--- config.mk ---
export PLATFORM = sky130hd
export DESIGN_NAME = ahb_apb_bridge_ctrl
export DESIGN_NICKNAME = d
export VERILOG_FILES = /design/src/rtl/ahb_apb_bridge_ctrl.sv
export SDC_FILE = /design/constraint.sdc
export NUM_CORES = 1
export LEC_CHECK = 0
export ABC_CLOCK_PERIOD_IN_PS = 2690
export BUFFER_PORTS_ARGS = -buffer_cell sky130_fd_sc_hd__buf_2
export CAP_MARGIN = 20
export CORE_ASPECT_RATIO = 0.5
export CORE_MARGIN = 2
export CORE_UTILIZATION = 33
export CTS_CLUSTER_SIZE = 14
export DETAILED_ROUTE_END_ITERATION = 16
export PLACE_DENSITY_LB_ADDON = 0.3
export REMOVE_ABC_BUFFERS = 1
export SLEW_MARGIN = 20
export SYNTH_ARGS = -nofsm -noshare
export SYNTH_HDL_FRONTEND = slang
export SYNTH_SLANG_ARGS = --single-unit
--- constraint.sdc ---
create_clock -name Hclk -period 2.69 [get_ports Hclk]
set_input_delay 0.6725 -clock Hclk [delete_from_list [all_inputs] [get_ports Hclk]]
set_output_delay 0.6725 -clock Hclk [all_outputs]
set_load 0.01 [all_outputs]
--- src/rtl/ahb_apb_bridge_ctrl.sv ---
// AHB-slave to APB-master bridge controller: decodes three peripheral windows and sequences
// APB SETUP/ENABLE phases. Define AHB_APB_ERRRESP_EN to answer unmapped transfers with ERROR.
module ahb_apb_bridge_ctrl #(
  parameter int unsigned ADDR_W = 32,
  parameter int unsigned DATA_W = 32
) (
  input  logic              Hclk,
  input  logic              Hreset,
  input  logic              Hwrite,
  input  logic              Hreadyin,
  input  logic [1:0]        Htrans,
  input  logic [ADDR_W-1:0] Haddr,
  input  logic [DATA_W-1:0] Hwdata,
  input  logic [DATA_W-1:0] Prdata,
  output logic              Hreadyout,
  output logic [1:0]        Hresp,
  output logic [DATA_W-1:0] Hrdata,
  output logic              Pwrite,
  output logic              Penable,
  output logic [2:0]        Pselx,
  output logic [ADDR_W-1:0] Paddr,
  output logic [DATA_W-1:0] Pwdata
);

`ifdef AHB_APB_ERRRESP_EN
  typedef enum logic [2:0] {
    StIdle, StWWait, StWSetup, StWEnable, StRSetup, StREnable, StErr1, StErr2
  } state_e;
`else
  typedef enum logic [2:0] {
    StIdle, StWWait, StWSetup, StWEnable, StRSetup, StREnable
  } state_e;
`endif

  state_e              state_q, state_d;
  logic                valid;
  logic [2:0]          sel_dec;
  logic                accept;
  logic [ADDR_W-1:0]   addr_q;
  logic [2:0]          sel_q;
  logic [DATA_W-1:0]   wdata_q;
  logic                unused_htrans;

  assign valid         = Hreadyin & Htrans[1];
  assign unused_htrans = Htrans[0];

  always_comb begin
    sel_dec = 3'b000;
    case (Haddr[31:26])
      6'b100000: sel_dec = 3'b001;
      6'b100001: sel_dec = 3'b010;
      6'b100010: sel_dec = 3'b100;
      default:   sel_dec = 3'b000;
    endcase
  end

  always_ff @(posedge Hclk or posedge Hreset) begin
    if (Hreset) begin
      state_q <= StIdle;
      addr_q  <= '0;
      sel_q   <= 3'b000;
      wdata_q <= '0;
    end else begin
      state_q <= state_d;
      if (accept) begin
        addr_q <= Haddr;
        sel_q  <= sel_dec;
      end
      // Write data arrives in the AHB data phase, one cycle after the address.
      if (state_q == StWWait) begin
        wdata_q <= Hwdata;
      end
    end
  end

  always_comb begin
    state_d = state_q;
    accept  = 1'b0;
    case (state_q)
`ifdef AHB_APB_ERRRESP_EN
      StIdle, StWEnable, StREnable, StErr2: begin
`else
      StIdle, StWEnable, StREnable: begin
`endif
        state_d = StIdle;
        if (valid && (sel_dec != 3'b000)) begin
          accept  = 1'b1;
          state_d = Hwrite ? StWWait : StRSetup;
        end
`ifdef AHB_APB_ERRRESP_EN
        else if (valid) begin
          state_d = StErr1;
        end
`endif
      end
      StWWait:  state_d = StWSetup;
      StWSetup: state_d = StWEnable;
      StRSetup: state_d = StREnable;
`ifdef AHB_APB_ERRRESP_EN
      StErr1:   state_d = StErr2;
`endif
      default:  state_d = StIdle;
    endcase
  end

  always_comb begin
    Hreadyout = 1'b1;
    Hresp     = 2'b00;
    Hrdata    = '0;
    Pselx     = 3'b000;
    Penable   = 1'b0;
    Pwrite    = 1'b0;
    case (state_q)
      StWWait: Hreadyout = 1'b0;
      StWSetup: begin
        Hreadyout = 1'b0;
        Pselx     = sel_q;
        Pwrite    = 1'b1;
      end
      StWEnable: begin
        Pselx   = sel_q;
        Pwrite  = 1'b1;
        Penable = 1'b1;
      end
      StRSetup: begin
        Hreadyout = 1'b0;
        Pselx     = sel_q;
      end
      StREnable: begin
        Pselx   = sel_q;
        Penable = 1'b1;
        Hrdata  = Prdata;
      end
`ifdef AHB_APB_ERRRESP_EN
      StErr1: begin
        Hreadyout = 1'b0;
        Hresp     = 2'b01;
      end
      StErr2: Hresp = 2'b01;
`endif
      default: ;
    endcase
  end

  assign Paddr  = addr_q;
  assign Pwdata = wdata_q;

endmodule

### After elaboration in Yosys (flattened, before gate mapping)

Cells that the tools add are included.

| cells by class | value |
|---|---|
| equal/unequal tests | 8 |
| mux-type cells | 11 |
| bitwise operators | 1 |
| reductions and logical operators | 8 |

Operators by type and width:

| kind | count |
|---|---|
| 2-to-1 mux 32 bit | 1 |
| == test 6 bit (second input constant) | 3 |
| case mux 3 bit (4 select lines) | 1 |
| 2-to-1 mux 3 bit | 3 |
| case mux 3 bit (3 select lines) | 1 |
| == test 3 x 2 -> 1 bit (second input constant) | 2 |
| == test 3 bit (second input constant) | 2 |
| OR reduction 3 bit | 2 |
| 2-to-1 mux 1 bit | 5 |
| OR reduction 2 bit | 2 |
| OR reduction 4 bit | 1 |
| == test 3 x 1 -> 1 bit (second input constant) | 1 |
| zero test 3 bit | 1 |
| nonzero test 3 bit | 1 |
| bitwise AND 1 bit | 1 |
| logical AND 1 bit | 1 |

| storage, ports and cells | value |
|---|---|
| bits in registers | 70 |
| input port bits | 102 |
| logic and storage cells | 32 |

### Depth between registers and ports, before layout

Gate-level depths: netlist (run 1).

| depth | value |
|---|---|
| depth after elaboration | 6 |
| mapped depth | 6 |
| mapped depth without buffers | 4 |

### Worst setup path after synthesis (run 1)

No wires, ideal clock.

| timing | value |
|---|---|
| path kind | reg-to-output |
| start point | register state_q[0] |
| end point | output port Hrdata[10] |
| arrival | 1.279 ns |
| required time | 2.017 ns |
| slack | 0.738 ns |
| cell stages (with the launch flop) | 6 |
| path buffers | 2 |
| cell sequence | dfrtp_1 -> buf_4 -> inv_1 -> nor3_1 -> clkbuf_1 -> and2_1 |

| between the ends | value |
|---|---|
| cells in the longest elaborated chain, start to end | 2 |

RTL lines:

| element | RTL line | RTL |
|---|---|---|
| start, declared | 35 | `state_e state_q, state_d;` |
| start signal, assigned | 59 | `state_q <= StIdle;` |
| start signal, assigned | 64 | `state_q <= state_d;` |
| == test 3 bit | 113 | `case (state_q)` |
| 2-to-1 mux 32 bit | 113 |  |
| end, declared | 17 | `output logic [DATA_W-1:0] Hrdata,` |

No other way between the ends.

### Final worst setup path (run 1)

| timing | value |
|---|---|
| start point | register state_q[0] |
| end point | output port Hrdata[7] |

The elaborated chain is that of the path after synthesis.

==> metrics.txt, run 1 <==
Fin Clk Skew=~0.0057 ns; clock transition at the registers of the reported paths=0.05 ns; effective utilization at floorplan=0.337; max-slew violations=0; Clk Latency, worst-skew pair=0.32 ns; footprint of the multi-input gates=1280 um^2; xor and xnor area share after synthesis=0.0115; Cell Int Power=0.00304 W; placed wire-length estimate=around 5200 um; EDFF count, synth=0; crit path max-delay cell type=dfrtp_1; FFs w/ async S/R, synth=1.00; Post-CTS Hold Buffers=0; row cnt=25; critical path cell sequence=inv_1 -> nor3_2 -> buf_4 -> and2_1 -> buf_2; vias in the first global route=2106; PD cells=947 nW/um^2; layout cells sized above 1=0.689; die area=10400 um^2; Layout Cells excl Fill=545; fin area=4580 um^2; Gate power share=0.343; router iterations before antenna repair=4; mean post-synth cell area=14.8 um^2; Seq cells post-synth=70; All-Layer GR Usage=0.128; largest family of logic cells by synthesized area=multiplexers; # resized after CTS=0; area growth from synthesis to layout=44.8%; Inserted Clock Buffers=9; Starting DRT DRC Count=51; max cap viols=0; CTS sink count=70; Unique masters post-synth=30; P_leak=2.50 nW; Synth Warn #=0; Die H=73.3 um; antenna violations before repair=0; via-per-instance ratio=~4.2; sequential area share after synthesis=0.553; Top FF cell, synth=dfrtp_1; Hold/Removal Path Class=in -> async; RSZ-0062 raised after global routing=false; post-synthesis adder-cell area fraction=0; Port Buffers=202; outcome=complete, no violations; Reg power frac=0.386; cell count after synthesis=approximately 210; crit path max fanout=32; CP startpoint kind=register; slew margin rel.=0.648; slowest stage delay, CP=between 0.5 and 0.6 ns; most frequent cells in the layout=buf_2 (202), dfrtp_1 (70), mux2_2 (36), and2_1 (36), mux2_4 (26); # IOs=206; drt drc=0; post-CTS setup buffers=0; total placed cells including tap cells=529; clock group share of total power=0.271; die extent in x=143 um; CTS HTree Levels=3; VDD IR max=0.000395 V; Worst-Margin Slew=0.528 ns; CP required=2.02 ns; final core utilization=0.489; Tcrit/Tclk final=0.907; final worst path period need=about 2.4 ns; GRT overflow=0; clk buf depth=2; Simple-Gate Fraction of Synth Area=0.116; Hold Vio Cnt, Final=0; drt wl/cell=approximately 13 um; vias=2293; Final setup viols=0; Filler Cell Count=around 860; Compound-Gate Fraction of Synth Area=0.0221; CTS tree=done; crit end category=output pin; Critical Path AT=1.77 ns; Sw Pwr=0.00130 W; GPL Wtd Cong=between 0.7 and 0.8; Switching Share=0.299; DP Area=4280 um^2; largest net degree at the start of global routing=56; first-pass GRT wire length=around 10000 um; post-synthesis mux area share=0.251; # diodes=0; maximum clock rate=0.410 GHz; Design Power=0.00434 W; Core Area=9380 um^2; nets=roughly 520; final wirelength=~6900 um; root buf cell=clkbuf_16; critical path class=reg -> out; number of routed nets with antenna violations=0; Cell Area, Synth=3170 um^2; commonest non-fill, non-tap cell in the layout=buf_2; FF/Latch Area=1750 um^2
==> path summary, 6_finish.rpt <==
kind	startpoint	to	slack [ns]	cells after the start
setup / recovery	state_q[0]	Hrdata[7]	0.25	5
hold reg to reg	Paddr[31]	Paddr[31]	0.48	1
hold / removal	Hreset	Paddr[10]	0.32	2
setup reg to reg	state_q[1]	Paddr[26]	0.64	5
max in group asynchronous	Hreset	Pwdata[23]	1.77	3
min in group Hclk	Paddr[31]	Paddr[31]	0.48	1
==> flip-flops by register name, indices dropped and copies added (netlist names) <==
name,cells
Pwdata,32
Paddr,32
state_q,3
sel_q,3
==> metrics by stage <==
stage               TNS [ns]  hold WS, ns  setup slack, ns
finish                     0        0.317            0.249
global route               0        0.347            0.119
CTS                        0        0.327            0.233
detailed placement         0        0.467            0.361
global placement           0        0.448            0.389
floorplan             -0.112        0.463         -0.00349
==> routing by layer <==
layer  up-vias  global-route usage  wire length [um]
li1       1130                   -                 -
met1      1087               0.150              2890
met2        70               0.232              3630
met3         6              0.0346               335
met4         0              0.0396                83
met5         -                   0                 0
==> layout make-up <==
| class | instances | share of cell area |
|---|---|---|
| clock buffers | 13 | 0.0568 |
| clock inverters | 3 | 0.00928 |
| inverters | 3 | 0.00246 |
| multi-input cells | 128 | 0.279 |
| flip-flops and latches | 70 | 0.382 |
| well taps | 121 | 0.0330 |
| repair buffers | 207 | 0.237 |
==> synth_stat cells (2+ instances only) <==
| library cell | n | share of area |
|---|---|---|
| dfrtp_1 | 70 | 0.55 |
| and2_1 | 36 | 0.071 |
| mux2_2 | 36 | 0.13 |
| mux2_4 | 26 | 0.12 |
| buf_4 | 7 | 0.017 |
| nor2b_1 | 4 | 0.0079 |
| clkbuf_1 | 3 | 0.0036 |
| inv_1 | 3 | 0.0036 |
| nor3_1 | 3 | 0.0047 |
| o21ai_0 | 3 | 0.0047 |
| buf_12 | 2 | 0.013 |
| nand2_1 | 2 | 0.0024 |
| nor2_1 | 2 | 0.0024 |
==> kinds of logic (layout without fill, tap and decap cells) <==
group,after synthesis,after routing
buf+inv,17,226
mux,62,62
compound gates,9,9
xor+xnor,2,2
flops,70,70
other cells,1,2
simple gates,53,53
==> power groups by stage <==
stage          Clock [W]  Combinational, W  Sequential, W
2_1_floorplan          0          0.000724        0.00187
3_3_place_gp           0           0.00150        0.00169
3_5_place_dp           0           0.00152        0.00170
4_1_cts          0.00121           0.00153        0.00168
5_1_grt          0.00125           0.00161        0.00173
6_report         0.00117           0.00149        0.00168
==> worst max-delay path: cells and delay by family, from the launching register on <==
family        cells  cell delay [ns]
buf+inv           3             0.56
flops             1             0.52
simple gates      2             0.36
No activity file was read; power rests on OpenSTA's default activity.
==> run 2, diff against run 1 <==
--- a/config.mk
+++ b/config.mk
@@ -5,10 +5,9 @@
 export SDC_FILE = /design/constraint.sdc
 export NUM_CORES = 1
 export LEC_CHECK = 0
-export ABC_CLOCK_PERIOD_IN_PS = 2690
+export ABC_CLOCK_PERIOD_IN_PS = 2600
 export BUFFER_PORTS_ARGS = -buffer_cell sky130_fd_sc_hd__buf_2
 export CAP_MARGIN = 20
-export CORE_ASPECT_RATIO = 0.5
 export CORE_MARGIN = 2
 export CORE_UTILIZATION = 33
 export CTS_CLUSTER_SIZE = 14
==> constraint.sdc (replaced) <==
create_clock -name Hclk -period 2.6 [get_ports Hclk]
set_input_delay 0.65 -clock Hclk [delete_from_list [all_inputs] [get_ports Hclk]]
set_output_delay 0.65 -clock Hclk [all_outputs]
set_load 0.01 [all_outputs]
==> run 2 against run 1 <==
  * Register-to-register slack got worse by 0.05 ns
  * Via count increased by 3.5%
  * Core utilization decreased by 0.42 points
  * Critical path depth unchanged
  * Sequential cell count unchanged
  * Wire length increased by 12%
  * Non-clock buffer count increased by 1
  * Sequential share of layout area increased by 0.74 points
  * Count of clock-buffer cells in the layout decreased by 4
  * Power decreased by 2.0%
  * Largest cell class unchanged
  * Highest routed layer unchanged
==> metrics.txt, run 2 (synthesis gave the netlist of run 1 again) <==
# diodes=0; drt drc=0; row cnt=35; placed wire-length estimate=approximately 6000 um; slowest stage delay, CP=0.53 ns; root buf cell=clkbuf_8; crit path max fanout=32; first-pass GRT wire length=11300 um; clk buf depth=2; Post-CTS Hold Buffers=0; Tcrit/Tclk final=0.938; CP required=1.95 ns; All-Layer GR Usage=0.145; Clk Latency, worst-skew pair=0.34 ns; buffers and inverters on the worst path=3; Final setup viols=0; Design Power=between 0.004 and 0.005 W; Core Area=9280 um^2; max cap viols=0; drt wl/cell=14.1 um; critical path class=reg -> out; via-per-instance ratio=4.29; Port Buffers=202; final wirelength=7770 um; RSZ-0062 raised after global routing=false; Largest delay share family, worst path=buffers and inverters; crit path max-delay cell type=dfrtp_1; Hold Vio Cnt, Final=0; max-slew violations=0; vias=roughly 2400; die area=10400 um^2; GRT overflow=0; crit end category=output pin; maximum clock rate=0.410 GHz; commonest non-fill, non-tap cell in the layout=buf_2; Inserted Clock Buffers=9; Starting DRT DRC Count=17; Die H=102 um; post-CTS setup buffers=0; Critical Path AT=~1.8 ns; dpl ws=around 0.33 ns; die extent in x=102 um; CTS sink count=70; number of routed nets with antenna violations=0; Worst-Margin Slew=0.750 ns; critical path cell sequence=inv_1 -> nor3_2 -> buf_4 -> and2_1 -> buf_2; GPL Wtd Cong=0.702; Fin Clk Skew=around 0.0089 ns; Filler Cell Count=905; Final WS setup=0.162 ns; CP startpoint kind=register; effective utilization at floorplan=0.341; Hold/Removal Path Class=in -> async; clock transition at the registers of the reported paths=0.08 ns; Setup TNS=0 ns; # IOs=206; nets=522; Min Hold Slack=0.430 ns; most frequent cells in the layout=buf_2 (202), dfrtp_1 (70), mux2_2 (36), and2_1 (36), mux2_4 (26); PD cells=946 nW/um^2; vias in the first global route=2313; layout cells sized above 1=0.693; largest net degree at the start of global routing=38; # resized after CTS=0; P_leak=2.46 nW; antenna violations before repair=0; router iterations before antenna repair=4; final worst path period need=2.44 ns; area growth from synthesis to layout=42.1%; CTS tree=done; slew margin rel.=0.499; CTS HTree Levels=3; outcome=complete, no violations; VDD IR max=0.000385 V
## run 2: cell types whose count changed in the layout (fill, tap and decap cells not counted), sizes merged
| cell | previous run | this run |
|---|---|---|
| buf | 207 | 208 |
| bufinv | 1 | 2 |
| clkbuf | 13 | 9 |
| clkinv | 1 | 2 |
| inv | 3 | 4 |
## run 2: final cells by class
cell class / instances / area [um^2] / share of cell area
clock buffer: 9 / 124 / 0.0275
clock inverter: 6 / 86.3 / 0.0192
inverter: 3 / 11.3 / 0.00250
multi-input combinational: 128 / 1280 / 0.285
sequential: 70 / 1750 / 0.390
tap: 129 / 161 / 0.0359
timing repair buffer: 208 / 1080 / 0.240
## run 2: per-layer routing
metal	track usage	share of wire	vias to the layer above
met5	0	0	-
met3	0.0520	0.097	8
li1	-	-	1126
met2	0.264	0.51	135
met1	0.155	0.38	1104
met4	0.0492	0.0087	0
## run 2: per-stage QoR
stage	instance area, um^2	instances	utilization
after floorplan	3040	201	-
after global placement	4290	538	0.462
after detailed placement	4290	538	0.462
after CTS	4500	553	0.484
after global routing	4500	553	0.484
final	4500	553	0.484
## run 2: path summary, 6_finish.rpt
path,from,end,cells past startpoint,slack [ns]
setup reg to reg,state_q[1],Paddr[25],5,0.59
hold / removal,Hreset,Paddr[15],2,0.43
setup / recovery,state_q[0],Hrdata[25],5,0.16
hold reg to reg,Paddr[31],Paddr[31],1,0.47
min in group Hclk,Paddr[31],Paddr[31],1,0.47
max in group asynchronous,Hreset,Paddr[18],3,1.50
## run 2: worst register-to-register path, cell delays in order (launching register included)
cell	delay [ns]
dfrtp_1	0.66
xor2_4	0.30
a21oi_4	0.12
nor2_8	0.26
buf_12	0.21
mux2_2	0.35
## run 2: power breakdown
group	switching [W]	internal [W]	total [W]
sequential	0.000240	0.00150	0.00174
combinational	0.000705	0.000854	0.00156
clock	0.000421	0.000535	0.000956
total	0.00137	0.00289	0.00425
==> run 3, diff against run 2 <==
--- a/config.mk
+++ b/config.mk
@@ -6,7 +6,7 @@
 export NUM_CORES = 1
 export LEC_CHECK = 0
 export ABC_CLOCK_PERIOD_IN_PS = 2600
-export BUFFER_PORTS_ARGS = -buffer_cell sky130_fd_sc_hd__buf_2
+export BUFFER_PORTS_ARGS = -buffer_cell sky130_fd_sc_hd__buf_4
 export CAP_MARGIN = 20
 export CORE_MARGIN = 2
 export CORE_UTILIZATION = 33
==> run 3 against run 2 <==
  * Die area unchanged
  * Critical path type unchanged
  * Largest cell class unchanged
  * First-iteration DRC count increased to 3.6 times the previous value
  * Sequential cell count unchanged
==> metrics.txt, run 3 (synthesis gave the netlist of run 1 again) <==
outcome=complete, no violations; root buf cell=clkbuf_8; FF/Latch Area=1750 um^2; Die H=102 um; antenna violations before repair=0; critical path cell sequence=inv_1 -> nor3_2 -> buf_4 -> and2_1 -> buf_4; Port Buffers=202; largest net degree at the start of global routing=38; crit path max fanout=32; most frequent cells in the layout=buf_4 (204), dfrtp_1 (70), mux2_2 (36), and2_1 (36), mux2_4 (26); crit-path most repeated cell=buf_4; RSZ-0062 raised after global routing=false; Starting DRT DRC Count=61; drt drc=0; Tcrit/Tclk final=0.928; row cnt=35; Hold/Removal Path Class=in -> async; Design Power=approximately 0.0046 W; first-pass GRT wire length=11700 um; DP Area=between 4000 and 5000 um^2; critical path class=reg -> out; footprint of the multi-input gates=roughly 1300 um^2; GRT overflow=0; final worst path period need=2.41 ns; placed wire-length estimate=6150 um; final wirelength=roughly 7900 um; vias=2391; # resized after CTS=0; CTS tree=done; CP required=a little under 2 ns; All-Layer GR Usage=0.148; final core utilization=0.538; area growth from synthesis to layout=57.9%; clock transition at the registers of the reported paths=~0.080 ns; Fin Clk Skew=0.00627 ns; crit end category=output pin; Final setup viols=0; Clk Latency, worst-skew pair=between 0.3 and 0.4 ns; number of routed nets with antenna violations=0; # diodes=0; CTS HTree Levels=3; max-slew violations=0; vias in the first global route=between 2000 and 2500; Filler Cell Count=813; Worst-Margin Slew=0.760 ns; Inserted Clock Buffers=9; effective utilization at floorplan=0.341; fin area=5000 um^2; Critical Path AT=1.76 ns; slowest stage delay, CP=0.52 ns; die area=10400 um^2; Core Area=around 9300 um^2; max cap viols=0; layout cells sized above 1=0.690; maximum clock rate=0.415 GHz; # IOs=206; commonest non-fill, non-tap cell in the layout=buf_4; P_leak=2.56 nW; CTS sink count=70; PD cells=913 nW/um^2; reg2reg setup slack=~0.67 ns; crit path max-delay cell type=dfrtp_1; Post-CTS Hold Buffers=0; Hold Vio Cnt, Final=0; CP startpoint kind=register; die extent in x=102 um; post-CTS setup buffers=0; slew margin rel.=0.492; GPL Wtd Cong=0.689; nets=520; VDD IR max=0.000420 V; clk buf depth=2; router iterations before antenna repair=4; drt wl/cell=14.3 um; via-per-instance ratio=4.33
## run 3: cell type report
class | instances | area share
Clock buffer | 10 | 0.0255
Clock inverter | 6 | 0.0188
Multi-Input combinational cell | 128 | 0.256
Inverter | 3 | 0.00225
Tap cell | 129 | 0.0323
Sequential cell | 70 | 0.350
Timing Repair Buffer | 206 | 0.314
## run 3: routing by layer
metal  vias up  global-route usage  part of all wire
met5         -                   0                 0
met4         0              0.0615             0.013
met3         9              0.0506              0.11
met2       134               0.266              0.52
met1      1121               0.160              0.36
li1       1127                   -                 -
## run 3: per-stage QoR
stage               TNS [ns]  worst slack, ns  cells  hold WS (ns)
detailed placement         0            0.412    536         0.468
global placement           0            0.442    536         0.455
finish                     0            0.188    552         0.444
floorplan              -2.27          -0.0710    201         0.463
global route               0           0.0131    552         0.490
CTS                        0            0.142    552         0.444
## run 3: path summary, 6_finish.rpt
path | from | end | depth (start not counted)
min in group Hclk | Paddr[31] | Paddr[31] | 1
min reg2reg | Paddr[31] | Paddr[31] | 1
max reg2reg | state_q[1] | Paddr[25] | 5
min | Hreset | Paddr[6] | 2
max | state_q[0] | Hrdata[15] | 5
max in group asynchronous | Hreset | Paddr[29] | 3
## run 3: where the power goes
| group | switching [W] | leakage (nW) | internal [W] |
|---|---|---|---|
| logic | 0.000716 | 1.57 | 0.00111 |
| registers | 0.000267 | 0.886 | 0.00150 |
| clock network | 0.000419 | 0.107 | 0.000547 |
| total | 0.00140 | 2.56 | 0.00316 |
## run 3: worst max-delay path: cells and delay by family, from the launching register on
kind | cells | cell delay (ns)
simple gates | 2 | 0.35
buf+inv | 3 | 0.55
flops | 1 | 0.52
